**config.mk**
```make
export PLATFORM = sky130hd
export DESIGN_NAME = rename_commit_queue_flat
export DESIGN_NICKNAME = d
export VERILOG_FILES = /design/src/rtl/rename_commit_queue_pkg.sv /design/src/rtl/rename_commit_queue_if.sv /design/src/rtl/rename_commit_queue_entry_array.sv /design/src/rtl/rename_commit_queue.sv /design/src/flat_wrapper.sv
export SDC_FILE = /design/constraint.sdc
export NUM_CORES = 1
export LEC_CHECK = 0
export BUFFER_PORTS_ARGS = -buffer_cell sky130_fd_sc_hd__buf_2
export CAP_MARGIN = 5
export CORE_ASPECT_RATIO = 0.6
export CORE_MARGIN = 2
export CORE_UTILIZATION = 34
export DETAILED_ROUTE_END_ITERATION = 10
export PLACE_DENSITY = 0.54
export SLEW_MARGIN = 20
export SYNTH_ARGS = -nofsm -noshare
export SYNTH_HDL_FRONTEND = slang
export SYNTH_SLANG_ARGS = --single-unit
```
**constraint.sdc**
```tcl
create_clock -name CLK -period 2.8 [get_ports CLK]
set_clock_uncertainty 0.15 [all_clocks]
set_input_delay 0.28 -clock CLK [delete_from_list [all_inputs] [get_ports CLK]]
set_output_delay 0.28 -clock CLK [all_outputs]
set_load 0.02 [all_outputs]
```
**src/rtl/rename_commit_queue_pkg.sv**
```systemverilog
// Shared types for the rename commit queue: default widths, per-entry status
// flags and the {DO_REL, DO_ROLL} rollback command encoding.
package rename_commit_queue_pkg;

    localparam int NAME_WIDTH    = 1;
    localparam int REPLICA_WIDTH = 1;
    localparam int DEPTH         = 8;
    localparam int PTR_WIDTH     = 3;

    typedef struct packed {
        logic valid;
        logic done;
        logic misp;
        logic has_chk;
    } commit_flags_t;

    // Bit 1 drives DO_REL, bit 0 drives DO_ROLL.
    typedef enum logic [1:0] {
        CMD_NONE                = 2'b00,
        CMD_RESTORE_KEEP        = 2'b01,
        CMD_RELEASE_ONE         = 2'b10,
        CMD_RESTORE_RELEASE_ALL = 2'b11
    } rollbk_cmd_e;

    // Only checkpointed entries talk to the rollback port, and misp is only
    // ever set on checkpointed entries, so a misprediction always restores.
    function automatic rollbk_cmd_e rollbk_cmd(input commit_flags_t head);
        rollbk_cmd_e cmd;
        cmd = CMD_NONE;
        if (head.valid && head.done && head.has_chk) begin
            cmd = head.misp ? CMD_RESTORE_RELEASE_ALL : CMD_RELEASE_ONE;
        end
        return cmd;
    endfunction

endpackage

```
**src/rtl/rename_commit_queue_if.sv**
```systemverilog
// Enqueue, completion, free and rollback signals of the commit queue.
// The master side is the queue itself; the slave side is the pipeline.
interface rename_commit_queue_if #(
    parameter int name_width    = 1,
    parameter int replica_width = 1,
    parameter int ptr_width     = 3
) ();

    logic                     ENQ_E;
    logic [name_width-1:0]    ENQ_NAME;
    logic                     ENQ_HAS_CHK;
    logic [replica_width-1:0] ENQ_CHK;
    logic                     ENQ_READY;
    logic [ptr_width-1:0]     ENQ_IDX;

    logic                     DONE_E;
    logic [ptr_width-1:0]     DONE_IDX;
    logic                     DONE_MISP;

    logic [name_width-1:0]    NAME_F;
    logic                     FE;
    logic [replica_width-1:0] ROLLBK_IN;
    logic                     ROLLBK_E;
    logic                     DO_ROLL;
    logic                     DO_REL;
    logic                     FLUSH;
    logic                     EMPTY;

    modport master (
        input  ENQ_E, ENQ_NAME, ENQ_HAS_CHK, ENQ_CHK,
        input  DONE_E, DONE_IDX, DONE_MISP,
        output ENQ_READY, ENQ_IDX,
        output NAME_F, FE, ROLLBK_IN, ROLLBK_E, DO_ROLL, DO_REL, FLUSH, EMPTY
    );

    modport slave (
        output ENQ_E, ENQ_NAME, ENQ_HAS_CHK, ENQ_CHK,
        output DONE_E, DONE_IDX, DONE_MISP,
        input  ENQ_READY, ENQ_IDX,
        input  NAME_F, FE, ROLLBK_IN, ROLLBK_E, DO_ROLL, DO_REL, FLUSH, EMPTY
    );

endinterface

```
**src/rtl/rename_commit_queue_entry_array.sv**
```systemverilog
// Commit queue entry storage: tail write port, completion update port,
// head read/retire port and a bulk clear used by reset and flush.
module rename_commit_queue_entry_array
    import rename_commit_queue_pkg::*;
#(
    parameter int name_width    = NAME_WIDTH,
    parameter int replica_width = REPLICA_WIDTH,
    parameter int depth         = DEPTH,
    parameter int ptr_width     = PTR_WIDTH
) (
    input  logic                     CLK,
    input  logic                     i_clear,
    input  logic                     i_wr_e,
    input  logic [ptr_width-1:0]     i_wr_idx,
    input  logic [name_width-1:0]    i_wr_name,
    input  logic                     i_wr_has_chk,
    input  logic [replica_width-1:0] i_wr_chk,
    input  logic                     i_done_e,
    input  logic [ptr_width-1:0]     i_done_idx,
    input  logic                     i_done_misp,
    input  logic                     i_retire,
    input  logic [ptr_width-1:0]     i_head_idx,
    output commit_flags_t            o_head_flags,
    output logic [name_width-1:0]    o_head_name,
    output logic [replica_width-1:0] o_head_chk
);

    commit_flags_t            r_flags [depth];
    logic [name_width-1:0]    r_name  [depth];
    logic [replica_width-1:0] r_chk   [depth];

    // Later assignments take priority: a fresh enqueue overrides anything
    // else touching the same slot, and a completion aimed at an invalid slot
    // is dropped so a stale DONE cannot pre-complete a future entry.
    always_ff @(posedge CLK) begin
        if (i_clear) begin
            for (int i = 0; i < depth; i++) begin
                r_flags[i] <= '0;
            end
        end else begin
            if (i_retire) begin
                r_flags[i_head_idx] <= '0;
            end
            if (i_done_e && r_flags[i_done_idx].valid) begin
                r_flags[i_done_idx].done <= 1'b1;
                r_flags[i_done_idx].misp <= i_done_misp && r_flags[i_done_idx].has_chk;
            end
            if (i_wr_e) begin
                r_flags[i_wr_idx] <= '{valid: 1'b1, done: 1'b0, misp: 1'b0,
                                       has_chk: i_wr_has_chk};
            end
        end
    end

    always_ff @(posedge CLK) begin
        if (i_wr_e) begin
            r_name[i_wr_idx] <= i_wr_name;
            r_chk[i_wr_idx]  <= i_wr_chk;
        end
    end

    assign o_head_flags = r_flags[i_head_idx];
    assign o_head_name  = r_name[i_head_idx];
    assign o_head_chk   = r_chk[i_head_idx];

endmodule

```
**src/rtl/rename_commit_queue.sv**
```systemverilog
// In-order commit queue behind the checkpointing rename file: frees names at
// retirement and issues checkpoint release/restore, flushing on mispredicts.
module rename_commit_queue
    import rename_commit_queue_pkg::*;
#(
    parameter int name_width    = NAME_WIDTH,
    parameter int replica_width = REPLICA_WIDTH,
    parameter int depth         = DEPTH,
    parameter int ptr_width     = PTR_WIDTH
) (
    input  logic                  CLK,
    input  logic                  RST,
    rename_commit_queue_if.master bus
);

    logic [ptr_width-1:0]     r_head;
    logic [ptr_width-1:0]     r_tail;
    logic [ptr_width:0]       r_count;

    commit_flags_t            w_head_flags;
    logic [name_width-1:0]    w_head_name;
    logic [replica_width-1:0] w_head_chk;
    logic                     w_commit;
    logic                     w_flush;
    logic                     w_enq_ready;
    logic                     w_enq_fire;
    logic                     w_clear;
    rollbk_cmd_e              w_cmd;

    rename_commit_queue_entry_array #(
        .name_width    (name_width),
        .replica_width (replica_width),
        .depth         (depth),
        .ptr_width     (ptr_width)
    ) u_entries (
        .CLK          (CLK),
        .i_clear      (w_clear),
        .i_wr_e       (w_enq_fire),
        .i_wr_idx     (r_tail),
        .i_wr_name    (bus.ENQ_NAME),
        .i_wr_has_chk (bus.ENQ_HAS_CHK),
        .i_wr_chk     (bus.ENQ_CHK),
        .i_done_e     (bus.DONE_E),
        .i_done_idx   (bus.DONE_IDX),
        .i_done_misp  (bus.DONE_MISP),
        .i_retire     (w_commit),
        .i_head_idx   (r_head),
        .o_head_flags (w_head_flags),
        .o_head_name  (w_head_name),
        .o_head_chk   (w_head_chk)
    );

    assign w_commit = w_head_flags.valid && w_head_flags.done;
    assign w_flush  = w_commit && w_head_flags.misp;
    assign w_clear  = RST || w_flush;
    assign w_cmd    = rollbk_cmd(w_head_flags);

    // Ready depends only on registered occupancy, so a same-cycle retirement
    // never opens a slot, and a flush keeps rename from allocating during restore.
    assign w_enq_ready = (r_count != (ptr_width + 1)'(depth)) && !w_flush;
    assign w_enq_fire  = bus.ENQ_E && w_enq_ready;

    assign bus.ENQ_READY = w_enq_ready;
    assign bus.ENQ_IDX   = r_tail;
    assign bus.EMPTY     = (r_count == '0);
    assign bus.FE        = w_commit;
    assign bus.NAME_F    = w_commit ? w_head_name : '0;
    assign bus.DO_REL    = w_cmd[1];
    assign bus.DO_ROLL   = w_cmd[0];
    assign bus.ROLLBK_E  = (w_cmd != CMD_NONE);
    assign bus.ROLLBK_IN = (w_cmd != CMD_NONE) ? w_head_chk : '0;
    assign bus.FLUSH     = w_flush;

    always_ff @(posedge CLK) begin
        if (RST || w_flush) begin
            r_head  <= '0;
            r_tail  <= '0;
            r_count <= '0;
        end else begin
            r_head  <= r_head + ptr_width'(w_commit);
            r_tail  <= r_tail + ptr_width'(w_enq_fire);
            r_count <= r_count + (ptr_width + 1)'(w_enq_fire) - (ptr_width + 1)'(w_commit);
        end
    end

endmodule

```
**src/flat_wrapper.sv**
```systemverilog
// flat-port wrapper written by rule: the top's interface ports become plain ports
module rename_commit_queue_flat import rename_commit_queue_pkg::*;
#(
    parameter int name_width    = NAME_WIDTH,
    parameter int replica_width = REPLICA_WIDTH,
    parameter int depth         = DEPTH,
    parameter int ptr_width     = PTR_WIDTH
)
  (CLK, RST, bus_ENQ_E, bus_ENQ_NAME, bus_ENQ_HAS_CHK, bus_ENQ_CHK, bus_DONE_E, bus_DONE_IDX, bus_DONE_MISP, bus_ENQ_READY, bus_ENQ_IDX, bus_NAME_F, bus_FE, bus_ROLLBK_IN, bus_ROLLBK_E, bus_DO_ROLL, bus_DO_REL, bus_FLUSH, bus_EMPTY);
  rename_commit_queue_if #(.name_width(name_width), .replica_width(replica_width), .ptr_width(ptr_width)) bus_i ();
  input  logic CLK;
  input  logic RST;
  input wire logic [$bits(bus_i.ENQ_E)-1:0] bus_ENQ_E;
  input wire logic [$bits(bus_i.ENQ_NAME)-1:0] bus_ENQ_NAME;
  input wire logic [$bits(bus_i.ENQ_HAS_CHK)-1:0] bus_ENQ_HAS_CHK;
  input wire logic [$bits(bus_i.ENQ_CHK)-1:0] bus_ENQ_CHK;
  input wire logic [$bits(bus_i.DONE_E)-1:0] bus_DONE_E;
  input wire logic [$bits(bus_i.DONE_IDX)-1:0] bus_DONE_IDX;
  input wire logic [$bits(bus_i.DONE_MISP)-1:0] bus_DONE_MISP;
  output wire logic [$bits(bus_i.ENQ_READY)-1:0] bus_ENQ_READY;
  output wire logic [$bits(bus_i.ENQ_IDX)-1:0] bus_ENQ_IDX;
  output wire logic [$bits(bus_i.NAME_F)-1:0] bus_NAME_F;
  output wire logic [$bits(bus_i.FE)-1:0] bus_FE;
  output wire logic [$bits(bus_i.ROLLBK_IN)-1:0] bus_ROLLBK_IN;
  output wire logic [$bits(bus_i.ROLLBK_E)-1:0] bus_ROLLBK_E;
  output wire logic [$bits(bus_i.DO_ROLL)-1:0] bus_DO_ROLL;
  output wire logic [$bits(bus_i.DO_REL)-1:0] bus_DO_REL;
  output wire logic [$bits(bus_i.FLUSH)-1:0] bus_FLUSH;
  output wire logic [$bits(bus_i.EMPTY)-1:0] bus_EMPTY;
  assign bus_i.ENQ_E = bus_ENQ_E;
  assign bus_i.ENQ_NAME = bus_ENQ_NAME;
  assign bus_i.ENQ_HAS_CHK = bus_ENQ_HAS_CHK;
  assign bus_i.ENQ_CHK = bus_ENQ_CHK;
  assign bus_i.DONE_E = bus_DONE_E;
  assign bus_i.DONE_IDX = bus_DONE_IDX;
  assign bus_i.DONE_MISP = bus_DONE_MISP;
  assign bus_ENQ_READY = bus_i.ENQ_READY;
  assign bus_ENQ_IDX = bus_i.ENQ_IDX;
  assign bus_NAME_F = bus_i.NAME_F;
  assign bus_FE = bus_i.FE;
  assign bus_ROLLBK_IN = bus_i.ROLLBK_IN;
  assign bus_ROLLBK_E = bus_i.ROLLBK_E;
  assign bus_DO_ROLL = bus_i.DO_ROLL;
  assign bus_DO_REL = bus_i.DO_REL;
  assign bus_FLUSH = bus_i.FLUSH;
  assign bus_EMPTY = bus_i.EMPTY;
  rename_commit_queue #(.name_width(name_width), .replica_width(replica_width), .depth(depth), .ptr_width(ptr_width)) u_core (.CLK(CLK), .RST(RST), .bus(bus_i));
endmodule
```
==> results.yml <==
clocking:
  cts_buffer_depth: 2
  htree_num_levels: 3
  clock_latency_ns: 0.33
  clk_pin_slew_ns: 0.05
  cts_tree: "yes"
  cts_buffers: 9
  root_buffer: "clkbuf_16"
  clock_sinks: 58
  cts_hold_buf: 0
detailed_routing:
  vias_per_cell: 5.82
  post-route-drc-count: 0
  wire_per_inst_um: 19.7
  dr.pass1.iters: 5
  vias: 2673
  first_iter_violations: 214
  drt_wl_total_um: 9030
  ant_nets: 0
global_route:
  grt.met3_usage_pct: 6.83
  grt_use_met2_pct: 23.9
  antenna_found_initial: 0
  top_usage_layer: "met1"
  use_met1_pct: 29.6
  grt_first_pass_wirelength_um: 14100
  grt_max_degree: 19
  track_usage_pct: 19.2
  overflow: 0
  grt_pass1_vias: 2469
place:
  routabilityCongestion: 0.873
  portBuffers: 22
  post_dp_cell_area_um2: 3450
  dp.cells: 443
  dpl.hpwl_um: 6680
setup_path:
  critical_path_class: "flip-flop to output pin"
  reg2reg_depth: 8
  required_ns: 2.37
  critPathLaunchType: "flip-flop"
  arrival_ns: 2.25
  worstSetupEndpointType: "output pin"
  regToRegEndpoint: "u_core.r_count[1]"
  worstReg2RegStart: "u_core.r_head[2]"
  reg2reg_slack_ns: 0.15
  cp_max_fo: 16
timing:
  report.final.setup_viol: 0
  final_hold_viol_count: 0
  slew_headroom_pct: 39.6
  final_max_slew_viol_count: 0
  rsz0062_at_grt: "false"
  fin_tns_setup_ns: 0
  period_share_pct: 95.9
  post-route-min-period_ns: 2.68
  max_freq_ghz: 0.373
  worst_pin_slew_ns: 0.904
finish:
  stdcell_area_um2: 3790
  finalNonFillerCells: 459
  nNetsFinal: 364
  multi_input_area_um2: 1610
  ff_latch_area_um2: 1400
  n_fill_cell: 816
  synthToLayoutAreaGrowth_pct: 22.2
  drive_gt1_share_pct: 23.3
  diodes: 0
synth:
  synth_cell_types: 52
  synth_top_family_by_area: "compound AO/OA/AOI/OAI gates"
  syn-num-nets: 325
  syn_inst: 303
  synth-xor-area-share_pct: 1.13
  synth-async-reset-ratio_pct: 0
  post_synth.cell_area_avg_um2: 10.2
  synth.most_common_cell: "dfxtp_1"
  synthSimpleGateAreaFrac_pct: 17.3
  synth_area_leaders: "edfxtp_1, dfxtp_1, mux4_2"
  synth_edf_count: 24
  synth-compound-area-share_pct: 19.1
  ys.warnings.count: 0
  synth_fa_ha_area_share_pct: 4.68
  yosysTopAreaCell: "edfxtp_1"
  synth.mux.area_fraction_pct: 9.00
  synth_common_cells: "dfxtp_1, nor2_1, edfxtp_1"
  yosysTopAreaCellShare_pct: 23.2
  synth_area_um2: 3100
  ys_seq_elements: 58
  synth_ff_type: "dfxtp_1"
  ys_seq_area_share_pct: 45.2
pwr:
  power_density_nw_per_um2: 669
  ir_worst_vdd_v: 0.000329
  p_leak_nw: 1.49
floorplan:
  start_util_pct: 35.7
  die-area_um2: 9930
  ios: 23
  die_w_um: 127
  rows: 26
  die_h_um: 78.0
  core_um2: 8690
hold_path:
  hold_path.startpoint: "bus_DONE_MISP"
  hold_class: "input port to flip-flop"
  whs_path_depth: 3
  min_to: "u_core.u_entries.r_flags[4][1]"
outcome:
  status: "completed"
job:
  cap_violations: 0
[worst max-delay path, stage by stage (launching register included)]
cell	delay, ns
dfxtp_1	0.32
buf_6	0.16
nor2b_2	0.18
o211ai_1	0.17
nand4_1	0.22
inv_2	0.19
buf_12	0.18
nand4_1	0.19
a21oi_2	0.16
buf_4	0.15
[logic make-up (layout without fill, tap and decap cells)]
| group | Yosys count | after routing |
|---|---|---|
| AO/OA/AOI/OAI | 81 | 81 |
| buffers and inverters | 27 | 71 |
| adder cells (fa/ha/maj) | 11 | 11 |
| multiplexers | 16 | 16 |
| flip-flops | 58 | 58 |
| XOR/XNOR | 4 | 4 |
| AND/OR/NAND/NOR | 106 | 106 |
[sequential cells by signal, summed over array words and instances (netlist names)]
register,cells
u_core.bus.ENQ_IDX,3
u_core.r_count,4
u_core.r_head,3
u_core.u_entries.r_chk,8
u_core.u_entries.r_flags,32
u_core.u_entries.r_name,8
[per-layer routing]
layer	routed length, um	up-vias
li1	-	1218
met5	0	-
met4	142	0
met2	3460	134
met1	4560	1305
met3	871	16
[metrics by stage]
stage | util, % | setup WS, ns | hold slack [ns] | power, mW
final | 43.6 | 0.116 | 0.0911 | 2.54
after global routing | 43.6 | 0.00847 | 0.102 | 2.64
after CTS | 43.4 | 0.0470 | 0.0867 | 2.54
after detailed placement | 39.8 | 0.131 | 0.313 | 1.41
after global placement | 39.8 | 0.111 | 0.305 | 1.41
after floorplan | - | 0.0330 | 0.229 | 1.27
[layout make-up]
class	instances	area share [%]
Tap cell	112	3.70
Clock inverter	2	0.924
Timing Repair Buffer	43	7.66
Inverter	12	1.19
Clock buffer	14	7.23
Multi-Input combinational cell	218	42.3
Sequential cell	58	37.0
[how the worst max path moves through the flow]
stage	startpoint	end
3_5_place_dp	u_core.r_head[2]	u_core.u_entries.r_flags[5][0]
5_1_grt	u_core.r_head[2]	bus_ROLLBK_IN
2_1_floorplan	u_core.r_head[0]	u_core.r_count[1]
4_1_cts	u_core.r_head[2]	bus_ROLLBK_IN
6_report	u_core.r_head[2]	bus_ROLLBK_IN
3_3_place_gp	u_core.r_head[2]	u_core.u_entries.r_flags[5][0]
[power breakdown]
group / internal (mW) / switching [mW]
registers: 0.941 / 0.0321
clock network: 0.759 / 0.374
logic: 0.161 / 0.269
total: 1.86 / 0.675
[repair_timing]
item / in CTS / in global routing
cloned: 0 / 0
pin swaps: 0 / 2
resized for setup: 1 / 7
buffers inserted: 0 / 0
setup endpoints to repair: 1 / 6
[cell usage in the layout (no fill, tap or decap), types with 2 or more instances in the layout]
cell	instances
dfxtp_1	34
nor2_1	25
edfxtp_1	24
nand2_1	21
buf_2	21
buf_4	19
a21oi_1	17
a22oi_1	14
and2_1	13
nand3_1	10
inv_1	10
o21ai_0	10
ha_1	10
clkbuf_16	9
mux4_2	8
a22o_1	8
nor3_1	6
o211ai_1	5
nand4_1	5
mux2i_1	5
nand2b_1	5
a21o_1	5
or3_1	5
o2111ai_1	4
xnor2_1	4
nor2b_1	4
a211oi_2	3
o31ai_1	3
or2_2	3
clkbuf_8	3
and3_1	2
a21oi_2	2
o311ai_0	2
clkbuf_1	2
buf_6	2
No activity file was read; power rests on OpenSTA's default activity.
